`src/rtl/alu_share_arbiter_if.sv`:
```
// rtl/alu_share_arbiter_if.sv - request, response and ALU drive signals of the shared-ALU arbiter
interface alu_share_arbiter_if #(
   parameter int DATA_W = 32,
   parameter int OP_W   = 4
);
   logic [1:0]        req_valid_i;
   logic [1:0]        req_ready_o;
   logic [OP_W-1:0]   req0_op_i;
   logic [OP_W-1:0]   req1_op_i;
   logic [DATA_W-1:0] req0_a_i;
   logic [DATA_W-1:0] req1_a_i;
   logic [DATA_W-1:0] req0_b_i;
   logic [DATA_W-1:0] req1_b_i;
   logic [1:0]        rsp_valid_o;
   logic [1:0]        rsp_ready_i;
   logic [DATA_W-1:0] rsp_data_o;
   logic              rsp_zero_o;
   logic              rsp_branch_o;
   logic [DATA_W-1:0] alu_data1_o;
   logic [DATA_W-1:0] alu_data2_o;
   logic [OP_W-1:0]   alu_ctrl_o;
   logic [DATA_W-1:0] alu_data_i;
   logic              alu_zero_i;
   logic              alu_branch_i;
   logic              busy_o;

   modport slave (
      input  req_valid_i, req0_op_i, req1_op_i, req0_a_i, req1_a_i, req0_b_i, req1_b_i,
      input  rsp_ready_i, alu_data_i, alu_zero_i, alu_branch_i,
      output req_ready_o, rsp_valid_o, rsp_data_o, rsp_zero_o, rsp_branch_o,
      output alu_data1_o, alu_data2_o, alu_ctrl_o, busy_o
   );

   modport master (
      output req_valid_i, req0_op_i, req1_op_i, req0_a_i, req1_a_i, req0_b_i, req1_b_i,
      output rsp_ready_i, alu_data_i, alu_zero_i, alu_branch_i,
      input  req_ready_o, rsp_valid_o, rsp_data_o, rsp_zero_o, rsp_branch_o,
      input  alu_data1_o, alu_data2_o, alu_ctrl_o, busy_o
   );
endinterface

```
`src/rtl/alu_share_arbiter.sv`:
```
// rtl/alu_share_arbiter.sv - round-robin sharing of one combinational ALU between two requesters
module alu_share_arbiter #(
   parameter int DATA_W = 32,
   parameter int OP_W   = 4
) (
   input  logic          clk_i,
   input  logic          rst_i,
   alu_share_arbiter_if.slave bus
);
   typedef enum logic [1:0] {IDLE, EXEC, RESP} state_t;

   state_t            state;
   logic              last_grant;
   logic              owner;
   logic              winner;
   logic [1:0]        grant;
   logic [OP_W-1:0]   op_q;
   logic [DATA_W-1:0] a_q;
   logic [DATA_W-1:0] b_q;
   logic [DATA_W-1:0] rsp_data_q;
   logic              rsp_zero_q;
   logic              rsp_branch_q;
   logic [1:0]        rsp_valid_q;
   logic              busy_q;

   // With both ports valid the port that did not win last time goes next.
   always_comb begin
      winner = (bus.req_valid_i == 2'b11) ? ~last_grant : bus.req_valid_i[1];
      grant  = 2'b00;
      if (state == IDLE && |bus.req_valid_i) begin
         grant = winner ? 2'b10 : 2'b01;
      end
   end

   assign bus.req_ready_o  = grant;
   assign bus.rsp_valid_o  = rsp_valid_q;
   assign bus.rsp_data_o   = rsp_data_q;
   assign bus.rsp_zero_o   = rsp_zero_q;
   assign bus.rsp_branch_o = rsp_branch_q;
   assign bus.alu_ctrl_o   = op_q;
   assign bus.alu_data1_o  = a_q;
   assign bus.alu_data2_o  = b_q;
   assign bus.busy_o       = busy_q;

   always_ff @(posedge clk_i or negedge rst_i) begin
      if (!rst_i) begin
         state        <= IDLE;
         last_grant   <= 1'b1;
         owner        <= 1'b0;
         op_q         <= '0;
         a_q          <= '0;
         b_q          <= '0;
         rsp_data_q   <= '0;
         rsp_zero_q   <= 1'b0;
         rsp_branch_q <= 1'b0;
         rsp_valid_q  <= 2'b00;
         busy_q       <= 1'b0;
      end else begin
         case (state)
            IDLE: begin
               if (|bus.req_valid_i) begin
                  op_q       <= winner ? bus.req1_op_i : bus.req0_op_i;
                  a_q        <= winner ? bus.req1_a_i  : bus.req0_a_i;
                  b_q        <= winner ? bus.req1_b_i  : bus.req0_b_i;
                  owner      <= winner;
                  last_grant <= winner;
                  busy_q     <= 1'b1;
                  state      <= EXEC;
               end
            end
            EXEC: begin
               rsp_data_q   <= bus.alu_data_i;
               rsp_zero_q   <= bus.alu_zero_i;
               rsp_branch_q <= bus.alu_branch_i;
               rsp_valid_q  <= owner ? 2'b10 : 2'b01;
               state        <= RESP;
            end
            RESP: begin
               if (bus.rsp_ready_i[owner]) begin
                  rsp_valid_q <= 2'b00;
                  busy_q      <= 1'b0;
                  state       <= IDLE;
               end
            end
            default: state <= IDLE;
         endcase
      end
   end
endmodule

```
`src/flat_wrapper.sv`:
```
// flat-port wrapper written by rule: the top's interface ports become plain ports
module alu_share_arbiter_flat 
#(
   parameter int DATA_W = 32,
   parameter int OP_W   = 4
)
  (clk_i, rst_i, bus_req_valid_i, bus_req0_op_i, bus_req1_op_i, bus_req0_a_i, bus_req1_a_i, bus_req0_b_i, bus_req1_b_i, bus_rsp_ready_i, bus_alu_data_i, bus_alu_zero_i, bus_alu_branch_i, bus_req_ready_o, bus_rsp_valid_o, bus_rsp_data_o, bus_rsp_zero_o, bus_rsp_branch_o, bus_alu_data1_o, bus_alu_data2_o, bus_alu_ctrl_o, bus_busy_o);
  alu_share_arbiter_if #(.DATA_W(DATA_W), .OP_W(OP_W)) bus_i ();
  input  logic clk_i;
  input  logic rst_i;
  input wire logic [$bits(bus_i.req_valid_i)-1:0] bus_req_valid_i;
  input wire logic [$bits(bus_i.req0_op_i)-1:0] bus_req0_op_i;
  input wire logic [$bits(bus_i.req1_op_i)-1:0] bus_req1_op_i;
  input wire logic [$bits(bus_i.req0_a_i)-1:0] bus_req0_a_i;
  input wire logic [$bits(bus_i.req1_a_i)-1:0] bus_req1_a_i;
  input wire logic [$bits(bus_i.req0_b_i)-1:0] bus_req0_b_i;
  input wire logic [$bits(bus_i.req1_b_i)-1:0] bus_req1_b_i;
  input wire logic [$bits(bus_i.rsp_ready_i)-1:0] bus_rsp_ready_i;
  input wire logic [$bits(bus_i.alu_data_i)-1:0] bus_alu_data_i;
  input wire logic [$bits(bus_i.alu_zero_i)-1:0] bus_alu_zero_i;
  input wire logic [$bits(bus_i.alu_branch_i)-1:0] bus_alu_branch_i;
  output wire logic [$bits(bus_i.req_ready_o)-1:0] bus_req_ready_o;
  output wire logic [$bits(bus_i.rsp_valid_o)-1:0] bus_rsp_valid_o;
  output wire logic [$bits(bus_i.rsp_data_o)-1:0] bus_rsp_data_o;
  output wire logic [$bits(bus_i.rsp_zero_o)-1:0] bus_rsp_zero_o;
  output wire logic [$bits(bus_i.rsp_branch_o)-1:0] bus_rsp_branch_o;
  output wire logic [$bits(bus_i.alu_data1_o)-1:0] bus_alu_data1_o;
  output wire logic [$bits(bus_i.alu_data2_o)-1:0] bus_alu_data2_o;
  output wire logic [$bits(bus_i.alu_ctrl_o)-1:0] bus_alu_ctrl_o;
  output wire logic [$bits(bus_i.busy_o)-1:0] bus_busy_o;
  assign bus_i.req_valid_i = bus_req_valid_i;
  assign bus_i.req0_op_i = bus_req0_op_i;
  assign bus_i.req1_op_i = bus_req1_op_i;
  assign bus_i.req0_a_i = bus_req0_a_i;
  assign bus_i.req1_a_i = bus_req1_a_i;
  assign bus_i.req0_b_i = bus_req0_b_i;
  assign bus_i.req1_b_i = bus_req1_b_i;
  assign bus_i.rsp_ready_i = bus_rsp_ready_i;
  assign bus_i.alu_data_i = bus_alu_data_i;
  assign bus_i.alu_zero_i = bus_alu_zero_i;
  assign bus_i.alu_branch_i = bus_alu_branch_i;
  assign bus_req_ready_o = bus_i.req_ready_o;
  assign bus_rsp_valid_o = bus_i.rsp_valid_o;
  assign bus_rsp_data_o = bus_i.rsp_data_o;
  assign bus_rsp_zero_o = bus_i.rsp_zero_o;
  assign bus_rsp_branch_o = bus_i.rsp_branch_o;
  assign bus_alu_data1_o = bus_i.alu_data1_o;
  assign bus_alu_data2_o = bus_i.alu_data2_o;
  assign bus_alu_ctrl_o = bus_i.alu_ctrl_o;
  assign bus_busy_o = bus_i.busy_o;
  alu_share_arbiter #(.DATA_W(DATA_W), .OP_W(OP_W)) u_core (.clk_i(clk_i), .rst_i(rst_i), .bus(bus_i));
endmodule
```
`config.mk`:
```
export PLATFORM = sky130hd
export DESIGN_NAME = alu_share_arbiter_flat
export DESIGN_NICKNAME = d
export VERILOG_FILES = /design/src/rtl/alu_share_arbiter_if.sv /design/src/rtl/alu_share_arbiter.sv /design/src/flat_wrapper.sv
export SDC_FILE = /design/constraint.sdc
export NUM_CORES = 1
export LEC_CHECK = 0
export CORE_UTILIZATION = 35
export CTS_CLUSTER_SIZE = 20
export DETAILED_ROUTE_END_ITERATION = 16
export PLACE_DENSITY_LB_ADDON = 0.05
export RECOVER_POWER = 25
export SYNTH_ARGS = -nofsm -noshare
export SYNTH_HDL_FRONTEND = slang
export SYNTH_SLANG_ARGS = --single-unit
```
`constraint.sdc`:
```
create_clock -name clk_i -period 4.1 [get_ports clk_i]
set_clock_uncertainty 0.2 [all_clocks]
set_input_delay 0.82 -clock clk_i [delete_from_list [all_inputs] [get_ports clk_i]]
set_output_delay 0.82 -clock clk_i [all_outputs]
set_load 0.01 [all_outputs]
```
; ---- Word-level counts from Yosys, hierarchy flattened
; Cells that the tools add are included.
[totals]
reg_bits = 109
in_bits = 176
word_cells = 43
[op_classes]
eq_ne = 5
reduce_logical = 9
order_cmp = 1
bitwise = 1
n_mux = 16
[ops]
columns = op, n
row1 = two-way mux 32 bit, 2
row2 = two-way mux 2 bit, 5
row3 = one-hot mux 2 bit (3 select lines), 1
row4 = AND reduction 2 bit, 3
row5 = two-way mux 1 bit, 5
row6 = equality test 2 bit (second input constant), 2
row7 = two-way mux 4 bit, 1
row8 = one-hot mux 2 bit (2 select lines), 1
row9 = nonzero test 2 bit, 2
row10 = AND reduction 3 bit, 1
row11 = equality test 2 x 1 -> 1 bit (second input constant), 1
row12 = logical NOT 2 bit, 1
row13 = < comparator 1 x 2 -> 1 bit (second input constant), 1
row14 = != test 2 x 1 -> 1 bit (second input constant), 1
row15 = != test 2 bit (second input constant), 1
row16 = one-hot mux 1 bit (2 select lines), 1
row17 = OR reduction 2 bit, 1
row18 = logical AND 1 bit, 1
row19 = NOT 1 bit, 1

; ---- Longest topological paths before layout
[logic_depth]
word_depth = 4
depth_mapped = 6

; ---- Worst setup path after synthesis
; OpenSTA, ideal clock, no wires.
[synth_path]
kind = input to output
startpoint = input bus_req_valid_i[1]
endpoint = output bus_req_ready_o[1]
required_time_ns = 3.080
n_path_buf = 2
arrival_time_ns = 1.649
slack_ns = 1.431
cell_stages = 4
cell_sequence = a21boi_2 -> clkbuf_1 -> clkbuf_2 -> and2_1
[synth_between]
elab_chain_len = 4
elab_cells_between_ends = 6
cone_classes = eq/ne (1) / mux (3) / reduce/logical (2)
[synth_lines]
columns = element, line_no
row1 = start: declaration, flat_wrapper.sv:11  ; input wire logic [$bits(bus_i.req_valid_i)-1:0] bus_req_valid_i;
row2 = equality test 2 bit, alu_share_arbiter.sv:28  ; winner = (bus.req_valid_i == 2'b11) ? ~last_grant : bus.req_valid_i[1];
row3 = two-way mux 1 bit, alu_share_arbiter.sv:28
row4 = two-way mux 2 bit, alu_share_arbiter.sv:31  ; grant = winner ? 2'b10 : 2'b01;
row5 = two-way mux 2 bit *, alu_share_arbiter.sv:30  ; if (state == IDLE && |bus.req_valid_i) begin
row6 = end: declaration, flat_wrapper.sv:22  ; output wire logic [$bits(bus_i.req_ready_o)-1:0] bus_req_ready_o;
; Mark *: on every way between the ends. The rest lies on a longest branch, timed or not.

; ---- Final worst setup path
; Same ends and word-level chain as after synthesis.

==> flow_summary.rst <==
.. list-table::
   :header-rows: 1

   * - Metric
     - Value
   * - GPL Wtd Cong
     - 0.775
   * - Post-synthesis area per instance
     - 11.2 µm²
   * - Count of final hold-check violations
     - 0
   * - Total core area
     - 12600 µm²
   * - Clock Sinks
     - 109
   * - Overflow after GRT
     - 0
   * - Required time worst endpoint
     - 3080 ps
   * - Asr flop ratio synth
     - 100%
   * - Total design power
     - 5.62 mW
   * - Total length of routed wires
     - 14900 µm
   * - Commonest cells post-synth
     - sky130_fd_sc_hd__dfrtp_1 (108), sky130_fd_sc_hd__nand2_1 (105), sky130_fd_sc_hd__a221o_1 (68), sky130_fd_sc_hd__and3_1 (68), sky130_fd_sc_hd__clkbuf_1 (17)
   * - Wire per inst
     - 17.6 µm
   * - Shortest period the worst path allows
     - 3380 ps
   * - Post-synthesis cell type count
     - 23
   * - Static leakage
     - 3.60 nW
   * - Status
     - finished with violations
   * - Detail Placement HPWL
     - 10400 µm
   * - Buffers added on ports
     - 282
   * - Clk Tree Root Cell
     - sky130_fd_sc_hd__clkbuf_16
   * - Number of hold buffers added after cts
     - 0
   * - Clock Tree Buf Depth
     - 2
   * - Post-CTS Setup Repair Bufs
     - 0
   * - Vertical extent of the die
     - 116 µm
   * - Clock tree from TritonCTS
     - built
   * - Synthesized area
     - 4550 µm²
   * - Antenna-violating nets left
     - 0
   * - Setup-violating endpoint count in the final report
     - 0
   * - Die area
     - 13500 µm²
   * - RSZ-0062 raised after global routing
     - false
   * - Library cell occupying the most area in the post-synthesis netlist
     - sky130_fd_sc_hd__dfrtp_1
   * - Fraction of final layout cells sized beyond drive strength 1
     - 4.46%
   * - Top fanout value on the critical path
     - 3
   * - Reg2Reg Launch Point
     - u_core.state[0]
   * - Number of standard-cell rows in the floorplan
     - 41
   * - Final worst-path cycle share
     - 82.6%
   * - Maximum clock rate
     - 295 MHz
   * - Max IR drop VDD
     - 0.280 mV
   * - Resized Gates After CTS
     - 0
   * - Worst R2R Path Depth
     - 5
   * - Pre-Repair DR Iteration Count
     - 4
   * - Vias per cell
     - 5.02
   * - Total power divided by cell area
     - 720 nW/µm²
   * - Classification of the worst-slack hold path
     - flop to flop
   * - First-pass GRT wire length
     - 22500 µm
   * - Number of enable flip-flop cells after synthesis
     - 0
   * - Effective utilization at floorplan
     - 36.0%
   * - Yosys top cell area share
     - 59.4%
   * - Number of warnings printed during yosys synthesis
     - 0
   * - Number of global-route vias before repair
     - 4283
   * - CP arrival
     - 2360 ps
   * - Clock network latency to the later pin of the worst-skew pair
     - 340 ps
   * - Combined global-route utilization of all metal layers
     - 22.1%
   * - Register-to-register path setup slack
     - 1580 ps
   * - Source of the critical timing path
     - bus_req_valid_i[1]
   * - Top cells by area, synth
     - sky130_fd_sc_hd__dfrtp_1 (59%), sky130_fd_sc_hd__a221o_1 (15%), sky130_fd_sc_hd__and3_1 (9.4%)
   * - H-tree levels
     - 3
   * - Net count after synthesis
     - 582
   * - Tightest Pin Transition
     - 1550 ps
   * - Antenna cells
     - 0
   * - Total DRC errors in the routed layout
     - 0
   * - Class of the most critical setup path
     - input port to output pin
   * - Relative max-transition margin
     - -3.35%
   * - Commonest register cell after synthesis
     - sky130_fd_sc_hd__dfrtp_1
   * - Pin count of the biggest net entering global routing
     - 69
   * - Total count of max-transition violations in the final report
     - 64
   * - Relative area change from synthesis to final layout
     - 71.5%
   * - Type of element capturing the critical path
     - output pin
   * - Width of the die
     - 116 µm
   * - Detailed Route Iter0 Violations
     - 285
   * - CP endpoint
     - bus_req_ready_o[1]
   * - Clk slew on worst S/H paths
     - 70 ps
   * - Antenna violations before repair
     - 0
   * - Io pins
     - 283
   * - Post-synthesis sequential element count
     - 109
   * - Total number of vias
     - 4244
   * - Crit path launch type
     - input port
   * - MaxCap Viol Count
     - 1
   * - Cts bufs inserted
     - 9
   * - Failing checks
     - max-capacitance violations, max-slew violations
   * - Portion of the post-synthesis area used by sequential elements
     - 60.0%
   * - FF-to-FF End
     - u_core.bus.alu_data2_o[27]
   * - Nets
     - 844
   * - Setup TNS
     - 0 ps
   * - Most frequently used cell type in the post-synthesis netlist
     - sky130_fd_sc_hd__dfrtp_1
   * - Post-synthesis instance total
     - 406
metrics by stage:
step / cells / util (%) / setup WS, ps / hold WS, ps / cell area (µm²)
3_3_place_gp: 829 / 59.3 / 729 / 256 / 7490
2_1_floorplan: 406 / - / 1430 / 294 / 4550
5_1_grt: 845 / 61.8 / 518 / 296 / 7800
3_5_place_dp: 829 / 59.3 / 700 / 262 / 7490
4_1_cts: 845 / 61.9 / 701 / 281 / 7820
6_report: 845 / 61.8 / 715 / 276 / 7800
where the power goes:
group	switching, mW	internal [mW]	total, mW
sequential	0.313	1.61	1.92
clock	0.405	0.538	0.943
combinational	1.23	1.53	2.75
total	1.94	3.67	5.62
metal layers:
metal	share of wire, %	track usage [%]	vias to the layer above
li1	-	-	2000
met1	40	27.0	2031
met2	50	37.7	195
met3	8.3	6.69	18
met4	1.9	6.84	0
met5	0	0	-
logic make-up (layout without fill, tap and decap cells):
logic type | Yosys count | count (layout) | synth area share [%]
compound gates | 76 | 76 | 16.2
buf+inv | 39 | 306 | 4.13
flops | 109 | 109 | 60.0
mux | 1 | 1 | 0.248
simple gates | 181 | 181 | 19.4
worst min-delay path by stage:
stage                                         start                         to  slack (ps)  cells past startpoint
after floorplan                        u_core.owner  u_core.bus.rsp_valid_o[0]         290                      1
after global placement    u_core.bus.rsp_data_o[15]  u_core.bus.rsp_data_o[15]         260                      2
after detailed placement  u_core.bus.rsp_data_o[11]  u_core.bus.rsp_data_o[11]         260                      2
after CTS                 u_core.bus.rsp_data_o[11]  u_core.bus.rsp_data_o[11]         280                      2
after global routing      u_core.bus.rsp_data_o[14]  u_core.bus.rsp_data_o[14]         300                      2
final                     u_core.bus.rsp_data_o[11]  u_core.bus.rsp_data_o[11]         280                      2
flip-flops by register name (all words and copies together), names as in the netlist:
register	cells
u_core.bus.alu_data1_o	32
u_core.bus.alu_data2_o	32
u_core.bus.rsp_data_o	32
u_core.bus.alu_ctrl_o	4
u_core.bus.rsp_valid_o	2
u_core.state	2
u_core.bus.busy_o	1
u_core.bus.rsp_branch_o	1
u_core.bus.rsp_zero_o	1
u_core.last_grant	1
u_core.owner	1
cells in the final DEF, fill, tap and decap left out, drive strengths merged, types with 3 or more instances in the layout:
master / count
clkdlybuf4s50: 281
nand2: 105
a221o: 68
clkinvlp: 3
clkbuf: 11
and3: 69
dfrtp: 108
o21ai: 4
buf: 5
critical path, cell delays in order:
cell,delay (ps)
sky130_fd_sc_hd__clkdlybuf4s50_1,560
sky130_fd_sc_hd__a21boi_4,200
sky130_fd_sc_hd__and2_1,190
sky130_fd_sc_hd__clkdlybuf4s50_1,590
area by class of cell:
class | instances | area [µm²]
timing repair buffer | 288 | 2870
fill | 1093 | 4820
multi-input combinational | 258 | 1650
clock inverter | 7 | 100
sequential | 109 | 2730
inverter | 2 | 7.51
tap | 172 | 215
clock buffer | 9 | 225
Note: power is estimated with default switching activity, not from simulation.
